===== src/rtl/uart_transmitter_pkg.sv =====
// Shared UART definitions: FSM state encodings, frame constants and baud helpers.
// The PARITY state exists only when UART_TX_PARITY_EN is defined.
package uart_transmitter_pkg;

  localparam int DATA_BITS = 8;
  localparam int STOP_BITS = 1;

`ifdef UART_TX_PARITY_EN
  typedef enum logic [2:0] {
    IDLE   = 3'd0,
    START  = 3'd1,
    DATA   = 3'd2,
    PARITY = 3'd3,
    STOP   = 3'd4
  } tx_state_t;
`else
  typedef enum logic [2:0] {
    IDLE   = 3'd0,
    START  = 3'd1,
    DATA   = 3'd2,
    STOP   = 3'd4
  } tx_state_t;
`endif

  function automatic int bit_period(input int clock_freq, input int baud_rate);
    return clock_freq / baud_rate;
  endfunction

  // A one-cycle bit period still needs a 1-bit counter to stay legal.
  function automatic int counter_width(input int period);
    return (period > 1) ? $clog2(period) : 1;
  endfunction

endpackage


===== src/rtl/uart_transmitter_if.sv =====
// Character handshake between a byte source (master) and the UART transmitter (slave).
interface uart_transmitter_if;
  logic [7:0] data_in;
  logic       data_in_valid;
  logic       data_in_ready;

  modport master (output data_in, output data_in_valid, input data_in_ready);
  modport slave  (input data_in, input data_in_valid, output data_in_ready);
endinterface


===== src/rtl/uart_transmitter_baud_tick.sv =====
// Bit-period counter shared by the UART transmitter and receiver: counts 0..T-1
// while enabled, pulses tick on T-1, and holds 0 while disabled.
module uart_baud_tick
  import uart_transmitter_pkg::*;
#(
  parameter int CLOCK_FREQ = 125_000_000,
  parameter int BAUD_RATE  = 115_200
) (
  input  logic clk,
  input  logic rst,
  input  logic en,
  output logic tick
);
  localparam int            T    = bit_period(CLOCK_FREQ, BAUD_RATE);
  localparam int            CW   = counter_width(T);
  localparam logic [CW-1:0] LAST = CW'(T - 1);

  logic [CW-1:0] count;
  logic [CW-1:0] count_next;

  assign tick       = en && (count == LAST);
  assign count_next = (!en || tick) ? '0 : count + CW'(1);

  REGISTER_R_CE #(.N(CW), .INIT('0)) count_reg (
    .q(count), .d(count_next), .ce(1'b1), .rst(rst), .clk(clk)
  );
endmodule


===== src/rtl/uart_transmitter_regs.sv =====
// Register primitives: REGISTER_R_CE (sync reset to INIT, clock enable) and
// REGISTER_CE (clock enable only).
module REGISTER_R_CE #(
  parameter int           N    = 1,
  parameter logic [N-1:0] INIT = '0
) (
  output logic [N-1:0] q,
  input  logic [N-1:0] d,
  input  logic         ce,
  input  logic         rst,
  input  logic         clk
);
  always_ff @(posedge clk) begin
    if (rst)
      q <= INIT;
    else if (ce)
      q <= d;
  end
endmodule

module REGISTER_CE #(
  parameter int N = 1
) (
  output logic [N-1:0] q,
  input  logic [N-1:0] d,
  input  logic         ce,
  input  logic         clk
);
  always_ff @(posedge clk) begin
    if (ce)
      q <= d;
  end
endmodule


===== src/rtl/uart_transmitter.sv =====
// 8N1 UART transmitter with a registered serial line; defining UART_TX_PARITY_EN
// inserts an even-parity bit between the data bits and the stop bit.
module uart_transmitter
  import uart_transmitter_pkg::*;
#(
  parameter int CLOCK_FREQ = 125_000_000,
  parameter int BAUD_RATE  = 115_200
) (
  input  logic                clk,
  input  logic                rst,
  uart_transmitter_if.slave   in_if,
  output logic                serial_out
);
  logic [2:0] state_q;
  tx_state_t  state;
  tx_state_t  state_next;
  logic       tick;
  logic       fire;
  logic       last_bit;
  logic [2:0] bit_cnt;
  logic [2:0] bit_cnt_next;
  logic [7:0] shift_q;
  logic [7:0] shift_next;
  logic [7:0] shift_after;
  logic       shift_ce;
  logic       serial_next;

  assign state               = tx_state_t'(state_q);
  assign in_if.data_in_ready = (state == IDLE);
  assign fire                = in_if.data_in_valid && in_if.data_in_ready;
  assign last_bit            = (bit_cnt == 3'(DATA_BITS - 1));

  uart_baud_tick #(.CLOCK_FREQ(CLOCK_FREQ), .BAUD_RATE(BAUD_RATE)) baud (
    .clk(clk), .rst(rst), .en(state != IDLE), .tick(tick)
  );

  always_comb begin
    state_next = state;
    case (state)
      IDLE:   if (fire) state_next = START;
      START:  if (tick) state_next = DATA;
`ifdef UART_TX_PARITY_EN
      DATA:   if (tick && last_bit) state_next = PARITY;
      PARITY: if (tick) state_next = STOP;
`else
      DATA:   if (tick && last_bit) state_next = STOP;
`endif
      STOP:   if (tick) state_next = IDLE;
      default: state_next = IDLE;
    endcase
  end

  // The shift register is loaded once on fire, so later data_in changes cannot leak in.
  assign shift_ce    = fire || ((state == DATA) && tick);
  assign shift_next  = fire ? in_if.data_in : {1'b0, shift_q[7:1]};
  assign shift_after = shift_ce ? shift_next : shift_q;

  always_comb begin
    bit_cnt_next = 3'd0;
    if (state == DATA) begin
      if (tick)
        bit_cnt_next = last_bit ? 3'd0 : bit_cnt + 3'd1;
      else
        bit_cnt_next = bit_cnt;
    end
  end

`ifdef UART_TX_PARITY_EN
  logic parity_q;

  REGISTER_CE #(.N(1)) parity_reg (
    .q(parity_q), .d(^in_if.data_in), .ce(fire), .clk(clk)
  );
`endif

  // The line is decoded from the state being entered so it changes on the same edge.
  always_comb begin
    serial_next = 1'b1;
    case (state_next)
      START:   serial_next = 1'b0;
      DATA:    serial_next = shift_after[0];
`ifdef UART_TX_PARITY_EN
      PARITY:  serial_next = parity_q;
`endif
      default: serial_next = 1'b1;
    endcase
  end

  REGISTER_R_CE #(.N(3), .INIT(IDLE)) state_reg (
    .q(state_q), .d(state_next), .ce(1'b1), .rst(rst), .clk(clk)
  );

  REGISTER_R_CE #(.N(3), .INIT(3'd0)) bit_cnt_reg (
    .q(bit_cnt), .d(bit_cnt_next), .ce(1'b1), .rst(rst), .clk(clk)
  );

  REGISTER_CE #(.N(8)) shift_reg (
    .q(shift_q), .d(shift_next), .ce(shift_ce), .clk(clk)
  );

  REGISTER_R_CE #(.N(1), .INIT(1'b1)) serial_reg (
    .q(serial_out), .d(serial_next), .ce(1'b1), .rst(rst), .clk(clk)
  );
endmodule


===== src/flat_wrapper.sv =====
// flat-port wrapper written by rule: the top's interface ports become plain ports
module uart_transmitter_flat import uart_transmitter_pkg::*;
#(
  parameter int CLOCK_FREQ = 125_000_000,
  parameter int BAUD_RATE  = 115_200
)
  (clk, rst, serial_out, in_if_data_in, in_if_data_in_valid, in_if_data_in_ready);
  uart_transmitter_if in_if_i ();
  input  logic clk;
  input  logic rst;
  output logic serial_out;
  input wire logic [$bits(in_if_i.data_in)-1:0] in_if_data_in;
  input wire logic [$bits(in_if_i.data_in_valid)-1:0] in_if_data_in_valid;
  output wire logic [$bits(in_if_i.data_in_ready)-1:0] in_if_data_in_ready;
  assign in_if_i.data_in = in_if_data_in;
  assign in_if_i.data_in_valid = in_if_data_in_valid;
  assign in_if_data_in_ready = in_if_i.data_in_ready;
  uart_transmitter #(.CLOCK_FREQ(CLOCK_FREQ), .BAUD_RATE(BAUD_RATE)) u_core (.clk(clk), .rst(rst), .in_if(in_if_i), .serial_out(serial_out));
endmodule

===== config.mk =====
export PLATFORM = sky130hd
export DESIGN_NAME = uart_transmitter_flat
export DESIGN_NICKNAME = d
export VERILOG_FILES = /design/src/rtl/uart_transmitter_pkg.sv /design/src/rtl/uart_transmitter_if.sv /design/src/rtl/uart_transmitter_baud_tick.sv /design/src/rtl/uart_transmitter_regs.sv /design/src/rtl/uart_transmitter.sv /design/src/flat_wrapper.sv
export SDC_FILE = /design/constraint.sdc
export NUM_CORES = 1
export LEC_CHECK = 0
export CAP_MARGIN = 20
export CORE_UTILIZATION = 57
export DETAILED_ROUTE_END_ITERATION = 8
export PLACE_DENSITY = 0.85
export SLEW_MARGIN = 10
export SYNTH_ARGS = -nofsm -noshare
export SYNTH_HDL_FRONTEND = slang
export SYNTH_SLANG_ARGS = --single-unit
export TNS_END_PERCENT = 100

===== constraint.sdc =====
create_clock -name clk -period 4.7 [get_ports clk]
set_input_delay 0.94 -clock clk [delete_from_list [all_inputs] [get_ports clk]]
set_output_delay 0.94 -clock clk [all_outputs]
set_load 0.02 [all_outputs]

==> qor.tcl <==
set qor(outcome) {completed}
set qor(final.fill_count) 137
set qor(cp-start-kind) {register}
set qor(synthDistinctLibCells) 29
set qor(numPortBuffers) 12
set qor(hold_viol) 0
set qor(floorplan.die_area_um2) 2160
set qor(overflow) 0
set qor(most_common_cell_in_the_synthesized_netlist) {nor2_1}
set qor(cts_resized) 0
set qor(grt_use_total) 0.204
set qor(synth_warnings) 0
set qor(min-delay-path-class) {reg -> reg}
set qor(skew_ns) 0.0109
set qor(dpl_cell_area_um2) 1260
set qor(grt_setup_unrepaired) {no}
set qor(hold-path-endpoint) {u_core.baud.count_reg.q[0]}
set qor(cts_made_buffers) 3
set qor(clock.fmax_mhz) 366
set qor(finish.utilization) 0.739
set qor(gp_congestion) 0.830
set qor(synth_ff_type) {dfxtp_1}
set qor(num_rows) 15
set qor(critical_path_peak_fanout) 6
set qor(synth_edf_count) 7
set qor(hold_start) {u_core.baud.count_reg.q[0]}
set qor(fin_nets) 137
set qor(timing.rr.start) {u_core.baud.count_reg.q[0]}
set qor(routed_wl_um) 1880
set qor(diodes) 0
set qor(design.core.area_um2) 1780
set qor(vias) 786
set qor(synth_fp_nets) 122
set qor(syn_to_final_growth_pct) 16.6
set qor(final.period_utilization) 0.582
set qor(detailedPlace.worstSlack_ns) 2.36
set qor(drc_errors) 0
set qor(final-max-slew-violation-count) 0
set qor(first_global_vias) 743
set qor(synthCells) 107
set qor(fraction_of_synthesis_flops_using_an_asynchronous_set_or_reset_pin) 0
set qor(tritoncts_clock_tree) {yes}
set qor(synth_commonest_cells) {22 x nor2_1, 19 x dfxtp_1, 7 x edfxtp_1}
set qor(worstPathRequired_ns) 3.76
set qor(drive_gt1_frac) 0.0744
set qor(layoutNonFillerInstCount) 146
set qor(power_mw) 0.424
set qor(post_drt_via_cell_ratio) 5.38
set qor(drt_iter0_drc) 6
set qor(antenna_violations_before_repair) 0
set qor(cp.arrival_ns) 1.79
set qor(synth_largest_type_area_fraction) 0.337
set qor(clock_network_latency_to_the_later_pin_of_the_worst_skew_pair_ns) 0.33
set qor(lkg_pwr_nw) 0.483
set qor(pin_count_of_the_biggest_net_entering_global_routing) 16
set qor(initial_core_utilization) 0.634
set qor(drt_first_pass_iters) 3
set qor(worst_slew_pin_slew_ns) 0.432
set qor(cts-root-to-sink-buffers) 2
set qor(maximum_vdd_drop_uv) 337
set qor(worst_setup_path_end_kind) {output port}
set qor(detail-route-antenna-nets) 0
set qor(holdPathStages) 1
set qor(ys_ff_latch) 26
set qor(holdBufCountCts) 0
set qor(post-synth-top-area-cell) {dfxtp_1}
set qor(r2r.worst_path.cells) 6
set qor(timing.final.ws_setup_ns) 1.97
set qor(cts.sinks) 26
set qor(grt_first_pass_wirelength_um) 3060
set qor(mappedNetlistArea_um2) 1130
set qor(synth.area.top_cells) {dfxtp_1 34%, edfxtp_1 19%, nor2_1 7.3%}
set qor(clock_tree.root_cell) {clkbuf_4}
set qor(clkSlewWorstSetupHoldPaths_ns) 0.13
set qor(hold_slack_ns) 0.474
set qor(cts_setup_buffers) 0
set qor(worstReg2RegEnd) {u_core.baud.count_reg.q[10]}
set qor(finalSetupViolations) 0
set qor(cap_viol_max_count) 0
set qor(synth_seq_area_share) 0.523
set qor(crit_type) {reg -> out}
set qor(number_of_levels_the_h_tree_was_split_into) 1
set qor(stdcell_area_um2) 1320
set qor(setup-tns-final_ns) 0
set qor(design.portCount) 13
set qor(power_per_cell_area_nw_per_um2) 322
set qor(floorplan.die.height_um) 46.5
set qor(r2r_slack_ns) 2.79
set qor(post_drt_wl_per_cell_um) 12.9
set qor(slew_headroom) 0.710
set qor(period_needed_ns) 2.73
set qor(half_perimeter_wire_length_after_placement_um) 1370
set qor(syn_area_per_cell_um2) 10.6
set qor(die-width_um) 46.5
set qor(placed_cells_incl_taps) 142
layer usage:
layer | vias to the layer above | share of wire | global-route usage
li1 | 398 | - | -
met1 | 372 | 0.48 | 0.264
met2 | 12 | 0.48 | 0.328
met3 | 4 | 0.024 | 0.0353
met4 | 0 | 0.015 | 0.0882
met5 | - | 0 | 0
placed cells by master, fill, tap and decap left out, drive strengths merged, types with 4 or more instances in the layout:
cell type and instances:
nor2 22, nand3 4, and3 5, xnor2 6
mux2 6, clkdlybuf4s50 12, ha 4, nand2 4
edfxtp 7, mux2i 4, dfxtp 19
registers in the layout, summed over array words and instances, names as in the netlist:
register / count
u_core.baud.count_reg.q: 11
u_core.shift_reg.q: 8
u_core.bit_cnt_reg.q: 3
u_core.state_reg.q: 3
u_core.serial_reg.q: 1
final cells by class:
cell class | count | area (um^2) | area share
Sequential cell | 26 | 591 | 0.448
Multi-Input combinational cell | 76 | 512 | 0.388
Timing Repair Buffer | 12 | 120 | 0.0912
Tap cell | 25 | 31.3 | 0.0237
Clock inverter | 1 | 30.0 | 0.0228
Clock buffer | 3 | 22.5 | 0.0171
Inverter | 3 | 11.3 | 0.00855
worst max-delay path, cell delays in order, from the launching register on:
cell             delay (ns)
dfxtp_1                0.38
nor3_1                 0.41
clkdlybuf4s50_1        0.69
report_power, final:
group          internal (mW)  switching [mW]
clock network         0.0863          0.0660
logic                 0.0169          0.0130
registers              0.239         0.00301
kinds of logic after synthesis:
group                    count (synthesis)  share of synthesized area
AND/OR/NAND/NOR                         48                      0.213
flip-flops                              26                      0.523
multiplexers                            10                     0.0952
XOR/XNOR                                 9                     0.0698
AO/OA/AOI/OAI                            5                     0.0310
buffers and inverters                    5                     0.0244
adder cells (fa/ha/maj)                  4                     0.0443
worst max-delay path by stage:
stage	cells after the start	end	start	slack [ns]
after floorplan	3	u_core.shift_reg.q[1]	u_core.state_reg.q[0]	2.76
after global placement	2	in_if_data_in_ready	u_core.state_reg.q[0]	2.34
after detailed placement	2	in_if_data_in_ready	u_core.state_reg.q[0]	2.36
after CTS	2	in_if_data_in_ready	u_core.state_reg.q[0]	1.97
after global routing	2	in_if_data_in_ready	u_core.state_reg.q[0]	1.88
final	2	in_if_data_in_ready	u_core.state_reg.q[0]	1.97
Note: power is estimated with default switching activity, not from simulation.
